**src/rtl/instr_encoder.sv**
```systemverilog
// instr_encoder: encodes DP/LS/branch requests into 32-bit words queued in an output FIFO
// Optional INSTR_ENCODER_NOP_FILL_EN: insert one NOP delay slot after every accepted branch.
module instr_encoder #(
    parameter int DEPTH = 4
) (
    input  logic                       clk,
    input  logic                       reset,
    input  logic                       in_valid,
    output logic                       in_ready,
    input  logic [1:0]                 req_type,
    input  logic [3:0]                 req_cond,
    input  logic                       req_imm,
    input  logic [3:0]                 req_opcode,
    input  logic                       req_s,
    input  logic [3:0]                 req_rn,
    input  logic [3:0]                 req_rd,
    input  logic [23:0]                req_operand,
    output logic                       out_valid,
    input  logic                       out_ready,
    output logic [31:0]                out_instr,
    output logic [$clog2(DEPTH):0]     fifo_count,
    output logic [15:0]                instr_count,
    output logic                       err
);
    localparam int AW = $clog2(DEPTH);
    localparam int CW = AW + 1;
    localparam logic [CW-1:0] FULL = CW'(DEPTH);

    typedef enum logic {IDLE, NOP_FILL} state_t;

    state_t          state, next_state;
    logic [31:0]     mem [DEPTH];
    logic [AW-1:0]   wr_ptr, rd_ptr;
    logic [31:0]     word;
    logic            accept, legal_push, nop_push, push, pop;

    assign in_ready  = !reset && state == IDLE && fifo_count < FULL;
    assign out_valid = fifo_count != '0;
    assign out_instr = out_valid ? mem[rd_ptr] : '0;

    // Handshakes and the word to enqueue; a pending NOP may use a slot freed by a same-edge pop
    always_comb begin
        accept     = in_valid && in_ready;
        legal_push = accept && req_type != 2'b11;
        pop        = out_valid && out_ready;
        nop_push   = state == NOP_FILL && (fifo_count < FULL || pop);
        push       = legal_push || nop_push;
        word       = nop_push ? 32'h0 :
                     req_type == 2'b10 ? {req_cond, 3'b101, req_s, req_operand} :
                     {req_cond, 1'b0, req_type[0], req_imm, req_opcode, req_s, req_rn, req_rd, req_operand[11:0]};
    end

    // Next state: a branch opens a NOP delay slot when the feature is built in
    always_comb begin
        next_state = state;
`ifdef INSTR_ENCODER_NOP_FILL_EN
        if (state == IDLE && legal_push && req_type == 2'b10) next_state = NOP_FILL;
        else if (nop_push) next_state = IDLE;
`else
        next_state = IDLE;
`endif
    end

    // State register
    always_ff @(posedge clk) begin
        state <= reset ? IDLE : next_state;
    end

    // FIFO storage, pointers, occupancy, pop counter and illegal-request pulse
    always_ff @(posedge clk) begin
        if (reset) begin
            wr_ptr      <= '0;
            rd_ptr      <= '0;
            fifo_count  <= '0;
            instr_count <= '0;
            err         <= 1'b0;
        end else begin
            if (push) begin
                mem[wr_ptr] <= word;
                wr_ptr      <= wr_ptr + 1'b1;
            end
            if (pop) begin
                rd_ptr      <= rd_ptr + 1'b1;
                instr_count <= instr_count + 16'd1;
            end
            fifo_count <= fifo_count + CW'(push) - CW'(pop);
            err        <= accept && req_type == 2'b11;
        end
    end
endmodule

```
**config.mk**
```make
export PLATFORM = sky130hd
export DESIGN_NAME = instr_encoder
export DESIGN_NICKNAME = d
export VERILOG_FILES = /design/src/rtl/instr_encoder.sv
export SDC_FILE = /design/constraint.sdc
export NUM_CORES = 1
export LEC_CHECK = 0
export ABC_AREA = 1
export CAP_MARGIN = 5
export CORE_MARGIN = 10
export CORE_UTILIZATION = 50
export DETAILED_ROUTE_END_ITERATION = 12
export DONT_BUFFER_PORTS = 1
export PLACE_DENSITY = 0.75
export SYNTH_ARGS = -nofsm -noshare
export SYNTH_HDL_FRONTEND = slang
export SYNTH_SLANG_ARGS = --single-unit
```
**constraint.sdc**
```tcl
create_clock -name clk -period 6.1 [get_ports clk]
set_input_delay 0.915 -clock clk [delete_from_list [all_inputs] [get_ports clk]]
set_output_delay 0.915 -clock clk [all_outputs]
set_load 0.01 [all_outputs]
```
### Yosys cells after proc, flatten, opt, wreduce, memory -nomap -nowiden

Memory sizes are Yosys's and may differ from the RTL's. A register that Yosys moved wholly into a read port is not among the register bits.
Cells that the tools add are included.

* logic and storage cells: 29
* register bits after elaboration: 24
* memories kept: 1
* RAM bits: 128

Memory list
* mem: words 4, width 32, rd ports 1, clocked after memory_dff 1, write ports 1, line 32 `logic [31:0] mem [DEPTH];`

* reduce and logical (&&, ||, !) cells: 7
* add/sub/neg operators: 5
* equal/unequal tests: 3
* muxes and demuxes: 7
* magnitude comparators: 1

Operators by type and width (number)
* $mux 32: 1
* $mux 28: 1
* $add 16x1->16 const B: 1
* $logic_and 1x1->1: 5
* $add 2x1->2 const B: 2
* $eq 2x2->1 const B: 2
* $mux 2: 2
* $add 3x1->3: 1
* $lt 3x3->1 const B: 1
* $mux 1: 3
* $reduce_bool 3->1: 1
* $sub 3x1->3: 1
* $ne 2x2->1 const B: 1
* $logic_not 1->1: 1

### Depth between registers and ports, before layout

Gate-level depths: netlist of the first run.

* word-level depth: 7
* depth in mapped cells: 10
* depth with buffers taken out: 9

### Least setup slack after synthesis of the first run

No wires, ideal clock.

* path kind: input to register
* from: in reset
* to: mem mem[0][0], enable pin
* path slack: 2.890 ns
* arrival: 2.788 ns
* setup time: 0.421 ns
* stages: 3
* required time: 5.679 ns
* path buffers: 0
* cell sequence: nor2_1 > nand3_2 > nor2_1

* longest elaborated chain between the ends: 7

Ends and longest elaborated chain
* start: declaration: line 7 `input logic reset,`
* $logic_not 1->1: line 37 `assign in_ready = !reset && state == IDLE && fifo_count < FULL;`
* $logic_and 1x1->1: line 37
* $logic_and 1x1->1: line 43 `accept = in_valid && in_ready;`
* $logic_and 1x1->1: line 44 `legal_push = accept && req_type != 2'b11;`
* $mux 1: line 78 `if (push) begin`
* $mux 1 *: line 71 `if (reset) begin`
* $mux 1 (implied by the code) *: line 79 `mem[wr_ptr] <= word;`
* end: declaration: line 32

Every way passes the cells marked *; elsewhere a longest branch is shown, timed or not.

==> metrics.txt, run 1 <==
status finished clean; Ports 102; wire per inst roughly 18 um; clock sinks about 150; die area 0.0179 mm^2; Final TNS setup 0 ns; DR vias approximately 4300; startpoint types flop; Overflow after GRT 0; Layout Nets approximately 660; Post-Syn Nets between 600 and 700; max cap viols 0; Max rail drop VDD a little over 400 uV; Worst slew margin a little under a fifth; GR Util All Layers 15.7%; drt total wl around 14000 um; Area contributors post-synth edfxtp_1 (59%), nor2_1 (9.5%), dfxtp_1 (8.0%); Starting Density approximately half; pin count of the biggest net entering global routing 66; ANT cells 0; Synth Area in Compound Gates under 10%; Fin. Hold Viols 0; Reg2Reg Setup Slack 3.61 ns; H-Tree Level Count 4; mux cell area share after synthesis 0%; largest family of logic cells by synthesized area simple AND/OR/NAND/NOR gates; data required time at the worst endpoint about 5.2 ns; Int Power 1970 uW; Crit Path Category flop to primary output; synth warn 0; Post-CTS Setup Repair Bufs 0; Worst Path Arrival ~2.8 ns; CTS root buf clkbuf_16; Reg power frac between 40 and 50%; post-cts resize count 0; Area growth syn-to-layout 10.7%; Finished Layout Cells between 700 and 800; Site Rows 41; syn_area_per_cell about 11 um^2; Yosys reg bits around 150; Setup WS post-layout between 2 and 2.5 ns; Tot Pwr a little under 3000 uW; Simple-Gate Fraction of Synth Area approximately 17%; dpl hpwl approximately 8700 um; first-pass GRT wire length 22100 um; sequential area share after synthesis 67.4%; Yosys top cell area share 59.4%; Hold WC Path Type flop to flop; number of port buffers 0; hold_buf cts 0; Sw Share 32.7%; CP Capture Type primary output; most area-hungry cell type in the Yosys netlist edfxtp_1; fmax 270 MHz; core footprint approximately 0.013 mm^2; Power Density about 410 mW/mm^2; Final min period ~3.7 ns; Chip Width about 130 um; worst-skew pair later-pin latency between 0.4 and 0.5 ns; Clock Tree Buf Depth 2; crit-path max FO 65; share of cells above drive strength 1 8.62%; drc violations 0; clock power share 33.9%; clk slew on worst S/H paths 0.06 ns; CTS Buf Count 17; Lkg Pwr 0.00253 uW; CTS tree built; RSZ-0062 raised after global routing false; adder-cell share of the synthesized area 1.47%; Die Ht roughly 130 um; drt via density around 5.4; Initial DRC Count 349; final worst-path cycle share 60.7%; GP Congestion 0.797; Cell Area, Synth between 0.006 and 0.007 mm^2; Inst Count DP ~760; Final setup viols 0; worst slew pin tran about 1.2 ns; initial antenna violation count 0; Distinct cells, synth 31; XOR/XNOR share of the synthesized area less than 1%; Final Max Slew Viols 0; Post-Syn Instances ~600; worst slack, placed 2.84 ns; vias in the first global route around 4400; Comb pwr share around a quarter; drt first pass iters 5; switching pwr 956 uW; ANT nets after route 0; clk_skew about 0.0085 ns
logic make-up after synthesis:
kind of cell / after synthesis
AO/OA/AOI/OAI: 118
XOR/XNOR: 2
adder cells (fa/ha/maj): 7
buffers and inverters: 57
flip-flops: 154
AND/OR/NAND/NOR: 270
path summary, 6_finish.rpt:
check	start	endpoint	depth (start not counted)
worst min register to register	wr_ptr[1]$_SDFFE_PP0P_	wr_ptr[1]$_SDFFE_PP0P_	2
worst max register to register	fifo_count[2]$_SDFF_PP0_	mem[3][7]$_DFFE_PP_	3
worst min-delay path	wr_ptr[1]$_SDFFE_PP0P_	wr_ptr[1]$_SDFFE_PP0P_	2
worst max-delay path	flop	out_instr[22]	5
cell type report:
class / instances / area (um^2)
timing repair buffer: 4 / 30.0
clock buffer: 26 / 542
clock inverter: 6 / 30.0
tap: 172 / 215
inverter: 28 / 105
multi-input combinational: 397 / 1880
fill: 1072 / 5510
sequential: 154 / 4370
registers in the layout, summed over array words and instances, names as in the netlist, named ones only:
| name | flops |
|---|---|
| err | 1 |
| fifo_count | 3 |
| rd_ptr | 2 |
| mem | 128 |
| instr_count | 16 |
| wr_ptr | 2 |
worst max-delay path, cell delays in order (launching register included):
cell      delay [ns]
dfxtp_2         0.31
buf_4           0.51
clkinv_1        0.62
buf_4           0.45
o21ai_0         0.23
a21oi_1         0.17
placed cells by master, fill, tap and decap left out:
cell type,Yosys,layout
or2_2,1,1
buf_4,7,4
nor3_1,1,1
o21bai_2,2,2
nor2_4,3,7
nand2_1,71,71
dfxtp_1,26,25
nand2_8,1,1
nor2_2,5,5
nand2_4,1,1
clkbuf_8,0,4
and3_1,3,3
o21bai_1,1,1
nand3_1,14,14
clkbuf_1,8,3
xor2_1,2,2
clkbuf_16,0,19
o21ai_2,1,1
clkinv_1,1,2
a21boi_2,1,1
nand3_2,1,1
ha_1,6,6
o21ai_0,66,66
a21oi_1,43,43
inv_4,0,1
nor2_1,164,160
inv_1,27,27
dfxtp_2,0,1
edfxtp_1,128,128
fa_1,1,1
clkinv_2,0,4
o21ai_1,4,4
nand4_1,5,5
synthesized netlist by cell type, drive strengths merged:
cell	count
nor2	172
edfxtp	128
nand2	73
o21ai	71
a21oi	43
inv	27
dfxtp	26
buf	21
nand3	15
clkbuf	8
ha	6
nand4	5
and3	3
o21bai	3
xor2	2
a21boi	1
clkinv	1
fa	1
nor3	1
or2	1
power groups by stage:
stage / Combinational (uW) / Sequential, uW / Clock [uW]
after floorplan: 561 / 1250 / 0
after global placement: 685 / 1260 / 0
after detailed placement: 706 / 1260 / 0
after CTS: 709 / 1240 / 1010
after global routing: 773 / 1250 / 1060
final: 694 / 1240 / 990
metal layers:
layer	share of wire (%)	track usage, %	up-vias
li1	-	-	2060
met5	0	0	-
met4	1.6	6.11	0
met3	7.7	5.68	22
met2	50	26.6	134
met1	41	17.8	2056
per-stage QoR:
step	utilization [%]	hold slack [ns]	area (um^2)
after detailed placement	52.0	0.529	6590
after floorplan	-	0.491	6470
after global routing	56.6	0.543	7170
final	56.6	0.538	7170
after global placement	52.0	0.502	6590
after CTS	56.6	0.540	7170
Power figures use the tool's default switching activity.
==> inputs of run 2 (changes only) <==
- PLACE_DENSITY: 0.75 -> 0.78
- clock period: 6.1 -> 3.1 ns (I/O delays scaled with it)
==> run 2 against run 1 <==
  * Via count rose by 2.8%
  * Worst setup slack got worse by 2.0 ns
  * Final cell count rose by 2.8%
  * Clock skew rose by 0.0019 ns
  * Routed wire length rose by 7.1%
  * Clock-buffer cell count fell by 6
  * Critical path depth rose by 1
  * Die area did not move
  * First-iteration DRC count fell by 14%
  * Largest cell class unchanged
  * Largest power group unchanged
==> metrics.txt, run 2 (synthesis results as in run 1) <==
Global Route met3 Usage 7.47% (+1.8 points); largest registers mem (128), instr_count (16), fifo_count (3); Sw Share 32.1% (-0.59 points); Final setup viols 0 (unchanged); GP Congestion 0.799 (+0.24%); commonest non-fill, non-tap cell in the layout nor2_1; GR Util All Layers 16.7% (+0.99 points); Fill cells 1042 (-2.8%); clk slew on worst S/H paths 0.06 ns (about the same); Multi-input gate area 0.00188 mm^2 (unchanged); dpl hpwl 9290 um (+6.6%); startpoint types flop; RSZ-0062 raised after global routing false; worst slew pin tran 1.21 ns (-0.0139 ns); Finished Core Util 58.1% (+1.6 points); Post-CTS Setup Repair Bufs 0 (unchanged); GR Util met2 28.5% (+1.9 points); Hold WC Path Type primary input to flop; Layout Nets 679 (+3.3%); Lkg Pwr 0.00265 uW (+4.8%); clock sinks 154 (unchanged); core footprint 0.0127 mm^2 (unchanged); pin count of the biggest net entering global routing 65 (-1.5%); DP Area 0.00676 mm^2 (+2.5%); Comb pwr share 26.2% (+2.5 points); most flop-heavy register mem; Fin. Hold Viols 0 (unchanged); Chip Width 134 um (unchanged); grt peak-use layer met2; drt via density 5.43 (about the same); fmax 373 MHz; Site Rows 41 (unchanged); worst-skew pair later-pin latency 0.42 ns (about the same); post-cts resize count 0 (unchanged); Final min period 2.68 ns; Crit Path Category flop to primary output; Final Max Slew Viols 0 (unchanged); Reg power frac 39.3% (-3.1 points); max cap viols 0 (unchanged); Max rail drop VDD 603 uV (+50%); H-Tree Level Count 4 (unchanged); CTS Buf Count 17 (unchanged); Initial DRC Count 299 (-14%); die area 0.0179 mm^2 (unchanged); Worst slew margin 19.3% (+0.93 points); status finished clean; Int Power 4210 uW (+110%); crit-path max FO 17 (-74%); Starting Density 51.1% (unchanged); ANT cells 0 (unchanged); data required time at the worst endpoint 2.63 ns (-2.55 ns); Fin Hold WS 0.113 ns (-0.425 ns); share of cells above drive strength 1 11.5% (+2.8 points); Clock Tree Buf Depth 2 (unchanged); switching pwr 1990 uW (+110%); Power Density 842 mW/mm^2 (+110%); initial antenna violation count 0 (unchanged); Overflow after GRT 0 (unchanged); drt total wl 14900 um (+7.1%); Final TNS setup 0 ns (unchanged); first-pass GRT wire length 23300 um (+5.4%); CTS root buf clkbuf_16; CTS tree built; number of port buffers 0 (unchanged); max reg flops 128 (unchanged); CP Capture Type primary output; drt first pass iters 5 (unchanged); grt met1 use 18.1% (+0.29 points); register area 0.00437 mm^2 (unchanged); Ports 102 (unchanged); hold_buf cts 0 (unchanged); Worst Path Arrival 2.21 ns (-0.58 ns); wire per inst 18.5 um (+4.2%); clock power share 34.4% (+0.5 points); clk_skew 0.0104 ns (+0.00195 ns); vias in the first global route 4482 (+2.9%); most frequent cells in the layout nor2_1 (160), edfxtp_1 (128), nand2_1 (71); Area growth syn-to-layout 13.8%; drc violations 0 (unchanged); final worst-path cycle share between 80% and 90%; DR vias 4392 (+2.8%); Die Ht 134 um (unchanged); ANT nets after route 0 (unchanged); design area 0.00737 mm^2 (+2.8%)
==> run 2: final timing paths <==
check | cells past startpoint | to | startpoint | slack (ns)
worst min-delay path | 1 | fifo_count[1]$_SDFF_PP0_ | reset | 0.11
worst max-delay path | 6 | out_instr[31] | fifo_count[1]$_SDFF_PP0_ | 0.42
worst min register to register | 2 | wr_ptr[1]$_SDFFE_PP0P_ | wr_ptr[1]$_SDFFE_PP0P_ | 0.54
worst max register to register | 8 | fifo_count[2]$_SDFF_PP0_ | fifo_count[2]$_SDFF_PP0_ | 0.74
==> run 2: layout make-up <==
class | instances | area share, %
Sequential cell | 154 | 59.3
Multi-Input combinational cell | 397 | 25.5
Clock buffer | 20 | 5.93
Tap cell | 172 | 2.92
Timing Repair Buffer | 26 | 2.65
Clock inverter | 12 | 2.33
Inverter | 28 | 1.43
==> run 2: worst max-delay path, cell delays in order, from the launching register on <==
cell	delay, ns
dfxtp_1	0.40
nor2_4	0.18
nand2_4	0.11
inv_1	0.51
buf_4	0.35
a21oi_1	0.08
buf_4	0.15
==> run 2: through the flow <==
| step | std cells | total power, uW | setup WS, ns |
|---|---|---|---|
| 2_1_floorplan | 608 | 3570 | 0.340 |
| 3_3_place_gp | 777 | 4080 | 0.822 |
| 3_5_place_dp | 777 | 4130 | 0.702 |
| 4_1_cts | 809 | 6260 | 0.383 |
| 5_1_grt | 809 | 6520 | 0.279 |
| 6_report | 809 | 6210 | 0.422 |
==> run 2: layer usage <==
layer / vias up / wire length (um)
li1: 2099 / -
met5: - / 0
met3: 16 / 1330
met2: 146 / 7610
met1: 2131 / 5850
met4: 0 / 157
==> run 2: power by group through the flow <==
| stage | Clock, uW | Sequential (uW) | Combinational, uW |
|---|---|---|---|
| CTS | 2160 | 2440 | 1660 |
| global placement | 0 | 2480 | 1600 |
| global route | 2260 | 2450 | 1810 |
| floorplan | 0 | 2470 | 1100 |
| finish | 2140 | 2440 | 1630 |
| detailed placement | 0 | 2480 | 1650 |
==> inputs of run 3 (changes only) <==
- TNS_END_PERCENT: not set -> 50
==> results of run 3 <==
No change in the layout: final DEF, timing and power equal those of run 2.
